`config.mk`:
```
export PLATFORM = sky130hd
export DESIGN_NAME = dmem_arbiter
export DESIGN_NICKNAME = d
export VERILOG_FILES = /design/src/rtl/dmem_arbiter_pkg.sv /design/src/rtl/dmem_arbiter_starve_ctr.sv /design/src/rtl/dmem_arbiter.sv
export SDC_FILE = /design/constraint.sdc
export NUM_CORES = 1
export LEC_CHECK = 0
export ABC_AREA = 1
export CORE_ASPECT_RATIO = 0.8
export CORE_MARGIN = 3
export CORE_UTILIZATION = 20
export CTS_CLUSTER_SIZE = 8
export DETAILED_ROUTE_END_ITERATION = 16
export PLACE_DENSITY = 0.78
export SLEW_MARGIN = 20
export SYNTH_ARGS = -nofsm -noshare
export SYNTH_HDL_FRONTEND = slang
export SYNTH_SLANG_ARGS = --single-unit
```
`constraint.sdc`:
```
create_clock -name clk -period 1.5 [get_ports clk]
set_input_delay 0.375 -clock clk [delete_from_list [all_inputs] [get_ports clk]]
set_output_delay 0.375 -clock clk [all_outputs]
set_load 0.03 [all_outputs]
```
`src/rtl/dmem_arbiter_pkg.sv`:
```
// Shared definitions for the data-memory arbiter: port indices, read-tracking
// state encoding and starvation counter width.
package dmem_arbiter_pkg;

    localparam int PORT_CPU = 0;
    localparam int PORT_DBG = 1;

    // Wide enough for the largest supported MAX_WAIT (15).
    localparam int STARVE_W = 4;

    typedef enum logic [1:0] {
        ARB_IDLE = 2'd0,
        ARB_RD_C = 2'd1,
        ARB_RD_D = 2'd2
    } arb_state_e;

endpackage

```
`src/rtl/dmem_arbiter_starve_ctr.sv`:
```
// Counts consecutive cycles in which the debug port asked for the memory and
// was refused; at_limit hands it priority over the CPU.
module arb_starve_ctr
    import dmem_arbiter_pkg::*;
#(
    parameter int MAX_WAIT = 4
) (
    input  logic clk,
    input  logic resetn,
    input  logic req,
    input  logic gnt,
    output logic at_limit
);

    logic [STARVE_W-1:0] cnt;

    assign at_limit = (cnt == STARVE_W'(MAX_WAIT));

    // NOTE: state registers use non-blocking assignments so every flop samples
    // the pre-edge values; blocking here would create order-dependent races.
    always_ff @(posedge clk) begin
        if (!resetn) begin
            cnt <= '0;
        end else if (gnt || !req) begin
            cnt <= '0;
        end else if (!at_limit) begin
            cnt <= cnt + 1'b1;
        end
    end

endmodule

```
`src/rtl/dmem_arbiter.sv`:
```
// Single-port data memory arbiter between the CPU MEM stage (port 0) and the
// debug/loader master (port 1), with read-response routing and CPU stall.
module dmem_arbiter
    import dmem_arbiter_pkg::*;
#(
    parameter int DATA_WIDTH = 32,
    parameter int ADDR_WIDTH = 9,
    parameter int MAX_WAIT   = 4
) (
    input  logic                  clk,
    input  logic                  resetn,
    input  logic                  c_req,
    input  logic                  c_we,
    input  logic [ADDR_WIDTH-1:0] c_addr,
    input  logic [DATA_WIDTH-1:0] c_wd,
    output logic                  c_gnt,
    output logic                  c_stall,
    output logic                  c_rvalid,
    output logic [DATA_WIDTH-1:0] c_rd,
    input  logic                  d_req,
    input  logic                  d_we,
    input  logic [ADDR_WIDTH-1:0] d_addr,
    input  logic [DATA_WIDTH-1:0] d_wd,
    output logic                  d_gnt,
    output logic                  d_rvalid,
    output logic [DATA_WIDTH-1:0] d_rd,
    output logic                  mem_we,
    output logic [ADDR_WIDTH-1:0] mem_addr,
    output logic [DATA_WIDTH-1:0] mem_wd,
    input  logic [DATA_WIDTH-1:0] mem_rd
);

    arb_state_e state, state_next;
    logic       at_limit;

    // The CPU wins ties unless the debug port has been starved to the limit.
    assign c_gnt   = resetn & c_req & ~(d_req & at_limit);
    assign d_gnt   = resetn & d_req & (~c_req | at_limit);
    assign c_stall = c_req & ~c_gnt;

    arb_starve_ctr #(
        .MAX_WAIT(MAX_WAIT)
    ) u_starve (
        .clk     (clk),
        .resetn  (resetn),
        .req     (d_req),
        .gnt     (d_gnt),
        .at_limit(at_limit)
    );

    assign mem_addr = d_gnt ? d_addr : c_addr;
    assign mem_wd   = d_gnt ? d_wd   : c_wd;
    assign mem_we   = (c_gnt & c_we) | (d_gnt & d_we);

    always_ff @(posedge clk) begin
        if (!resetn) begin
            state <= ARB_IDLE;
        end else begin
            state <= state_next;
        end
    end

    // NOTE: the default is assigned first so every path drives state_next and
    // no latch is inferred.
    always_comb begin
        state_next = ARB_IDLE;
        if (c_gnt && !c_we) begin
            state_next = ARB_RD_C;
        end else if (d_gnt && !d_we) begin
            state_next = ARB_RD_D;
        end
    end

    // Both ports see the raw memory data; only the owner's rvalid qualifies it.
    assign c_rvalid = (state == ARB_RD_C);
    assign d_rvalid = (state == ARB_RD_D);
    assign c_rd     = mem_rd;
    assign d_rd     = mem_rd;

endmodule
```
# == Word level (Yosys, flattened, before mapping) ==
# Cells that the tools add are included.
# classes
shifts,0
addsub,1
n_mul,0
eq_ne,3
n_lt_le_gt_ge,0
n_bitwise,14
muxes,4
n_reduce_logical,8
n_div,0
# ops
operator,count
$mux W32,1
$mux W9,1
$and A1 B1 Y1,8
$add A4 B1 Y4 const B,1
$eq A4 B3 Y1 const B,1
$not A1 Y1,4
$reduce_or A2 Y1,2
$logic_not A1 Y1,3
$eq A2 B1 Y1 const B,1
$eq A2 B2 Y1 const B,1
$logic_and A1 B1 Y1,2
$mux W2,1
$or A1 B1 Y1,2
$logic_or A1 B1 Y1,1
$mux W1,1
# totals
ram_bits,0
register_bits,6
memories,0
wordCells,33
output_inout_bits,111
mem_bits_ro,0
latch_bits,0

# == Depth between registers and ports, before layout ==
# depth
depth_word,6
mapped_depth,8

# == Modules after synthesis ==
# Synthesis repeated with hierarchy kept, for this count alone.
# unflattened
hier_cells,258
hier_area_um2,1445.1
# by_module_without_submodules
mod,n_inst,area_per_inst_um2,cells_per_inst
dmem_arbiter,1,1208.7,221
arb_starve_ctr,1,236.5,37

# == Least setup slack after synthesis ==
# No wires, ideal clock.
# synth_timing
kind,reg-to-output
startpoint,register u_starve.cnt[0]
endpoint,output c_stall
path_stages_with_launch,7
arrival_ps,1337
t_required_ps,1125
slack_ps,-212
cell_sequence,dfxtp_1 > inv_1 > ha_1 > nand4_1 > nand2_1 > inv_1 > nor2_1
# synth_between
elab_chain_len,6
# synth_rtl
item,line_no,text
start: declaration,dmem_arbiter_starve_ctr.sv:15,logic [STARVE_W-1:0] cnt;
start signal: assignment,dmem_arbiter_starve_ctr.sv:27,cnt <= cnt + 1'b1;
$eq A4 B3 Y1,dmem_arbiter_starve_ctr.sv:17,assign at_limit = (cnt == STARVE_W'(MAX_WAIT));
$and A1 B1 Y1,dmem_arbiter.sv:37,assign c_gnt = resetn & c_req & ~(d_req & at_limit);
$not A1 Y1,dmem_arbiter.sv:37,
$and A1 B1 Y1,dmem_arbiter.sv:37,
named net c_gnt,dmem_arbiter.sv:16,"output logic c_gnt,"
$not A1 Y1,dmem_arbiter.sv:39,assign c_stall = c_req & ~c_gnt;
$and A1 B1 Y1,dmem_arbiter.sv:39,
end: declaration,dmem_arbiter.sv:17,"output logic c_stall,"
# The timed path passes the listed nets, and every way through them passes these cells.

# == Final worst setup path ==
# layout_timing
startpoint,register u_starve.cnt[1]
endpoint,output mem_wd[28]
# layout_between
elab_chain_len,4
# layout_rtl
item,line_no,text
$eq A4 B3 Y1,dmem_arbiter_starve_ctr.sv:17,
$or A1 B1 Y1,dmem_arbiter.sv:38,assign d_gnt = resetn & d_req & (~c_req | at_limit);
$and A1 B1 Y1,dmem_arbiter.sv:38,
$mux W32,dmem_arbiter.sv:52,assign mem_wd = d_gnt ? d_wd : c_wd;
end: declaration,dmem_arbiter.sv:29,"output logic [DATA_WIDTH-1:0] mem_wd,"
# Every way passes these cells.

==> metrics.txt <==
HP Class=reg2reg; num rows=26; worst setup margin=-0.4334 ns; Worst Setup SP=u_starve.cnt[1]; first-pass GRT wire length=10.04 mm; Via Count=1857; syn_area_per_cell=5.796 sq um; total wire length=6.948 mm; Tightest Pin Transition=0.2179 ns; Startpoint Class=flop; Post-synth EDFFs=0; post-synth top area cell=buf_4; Max rail drop VDD=0.0002202 V; Hold WS=0.5203 ns; CP bufs+invs=3; Port Buffers=134; cell mode on critical path=nand2_8; Async S/R FF share, synth=0; Tmin final=1.933 ns; max incr delay on CP=0.33 ns; GR Overflow Total=0; critical path's top delay family=simple AND/OR/NAND/NOR gates; fin crit share=1.289; CP arrival=1.56 ns; syn_nets=364; Netlist cell types=17; Commonest cells post-synth=nand2_1 (87), buf_4 (68), nand3_1 (45); Crit Path Class=reg2out; initial core utilization=0.2124; DR WL/cell=16.70 microns; CTS tree=done; final setup vio count=45; CTS Buf Count=3; critical path's slowest cell=dfxtp_2; failing checks=negative setup slack; Layout area overhead=138.2%; Final Skew=0.003373 ns; Root Buffer=clkbuf_8; Post-DP Area=2648 sq um; count leader, synth=nand2_1; core area=6604 sq um; #FFs+latches synth=6; Yosys warnings=0; ys flop type=dfxtp_1; initial antenna violation count=0; Pre-Repair DR Iteration Count=4; crit-path max FO=12; Max-Cap Viols=0; clock sinks=6; vias in the first global route=1930; crit path cell chain=inv_2 > ha_4 > nand3_4 > nand2_8 > nand2_8 > buf_12 > nand2_1 > nand2_4 > buf_4; drc violations=0; Synth area leaders=buf_4 (36%), nand2_1 (23%), nand3_1 (16%); share of cells above drive strength 1=0.5783; post-DR vias/cell=4.464; footprint of the multi-input gates=1262 sq um; Clk Latency, worst-skew pair=0.23 ns; die width=99.63 microns; initial DRC count=26; clock slew at reported path FFs=0.04 ns; Fmax=517.2 MHz; Seq/Total Area, Yosys=0.08564; DP Worst Slack=-0.5411 ns; IO Count=231; Lkg Pwr=0.001434 uW; slew margin rel.=0.8547; R2R Path Start=u_starve.cnt[1]; Core Util, Final=0.5059; Die Y=80.90 microns; register area=122.6 sq um; hold_sp=u_starve.cnt[0]; Final nets=456; fillers=587; Fin. Hold Viols=0; status=complete, but fails checks; H-tree levels=1; Synth Instances=242; antenna viol nets, final=0; Synth Cell Area=1403 sq um; Global Route Usage Sum=0.1604; DIE AREA=8060 sq um; Worst Setup End Kind=output port; area share of the largest cell type after synthesis=0.3640; Power Density=442.3 nW/um^2; Antenna diodes=0; post-route cell area=3341 sq um; Worst EP required=1.12 ns; routability congestion estimate=0.7125; clock buffer depth=2; RSZ-0062 raised after global routing=yes; placed wire-length estimate=4.258 mm; max-slew violations=0; largest net degree at the start of global routing=22
[layout by cell type, fill, tap and decap left out, types with 2 or more instances in the layout]
cell             instances
nand3_1                 25
nand2_8                  2
nand3_4                  3
inv_2                    3
nand2_1                  6
nand2_4                 45
inv_1                    5
nand2_2                 36
dlygate4sd2_1            3
nand3_2                 18
dfxtp_2                  2
nand4_1                  2
nor2_1                   7
buf_6                   24
buf_12                   7
clkdlybuf4s50_1         84
clkbuf_8                 3
buf_4                   37
dfxtp_1                  4
buf_16                   5
[power breakdown]
part | switching (uW) | internal [uW]
clock | 81.2 | 173
combinational | 515 | 542
sequential | 1.80 | 164
total | 598 | 880
[sequential cells by signal, indices dropped and copies added (netlist names)]
name / count
state: 2
u_starve.cnt: 4
[layout make-up]
type | instances | share of cell area
Multi-Input combinational cell | 150 | 0.3779
Tap cell | 84 | 0.03146
Inverter | 10 | 0.01311
Timing Repair Buffer | 163 | 0.5285
Sequential cell | 6 | 0.03670
Clock buffer | 3 | 0.01236
[cells by family (layout without fill, tap and decap cells)]
family / Yosys count / in the layout / share of synthesized area
and+or+nand+nor: 145 / 145 / 0.4469
buffers and inverters: 86 / 176 / 0.4335
AOI/OAI and AO/OA: 1 / 1 / 0.003565
xor gates and xnor gates: 2 / 2 / 0.01249
DFF: 6 / 6 / 0.08564
adders and majority gates: 2 / 2 / 0.01784
[through the flow]
stage / std cells / total power, uW / TNS (ns)
6_report: 416 / 1478 / -17.41
5_1_grt: 416 / 1550 / -20.28
4_1_cts: 415 / 1442 / -17.31
3_5_place_dp: 399 / 1016 / -23.52
3_3_place_gp: 399 / 1005 / -22.51
2_1_floorplan: 242 / 919.3 / -0.08221
[per-layer routing]
metal	wire length [microns]	GRT usage	part of all wire
met5	0	0	0
met4	219	0.06821	0.032
met3	619	0.04635	0.089
met2	3563	0.2956	0.51
met1	2546	0.1726	0.37
[worst min-delay path: cells and delay by family, from the launching register on]
kind	cells	cell delay (ns)
flops	1	0.33
buf+inv	1	0.11
simple gates	1	0.04
[path summary, 6_finish.rpt]
path,end,cells after the start,slack (ns)
worst max-delay path,mem_wd[28],9,-0.43
worst max register to register,state[0],8,0.28
worst min register to register,u_starve.cnt[0],2,0.52
worst min-delay path,u_starve.cnt[0],2,0.52
[repair_timing]
item	in CTS	in global routing
gates resized for setup	64	45
cloned	7	1
pin swaps	3	4
setup buffers	6	1
setup endpoints to repair	45	45
hold buffers	0	0
No activity file was read; power rests on OpenSTA's default activity.
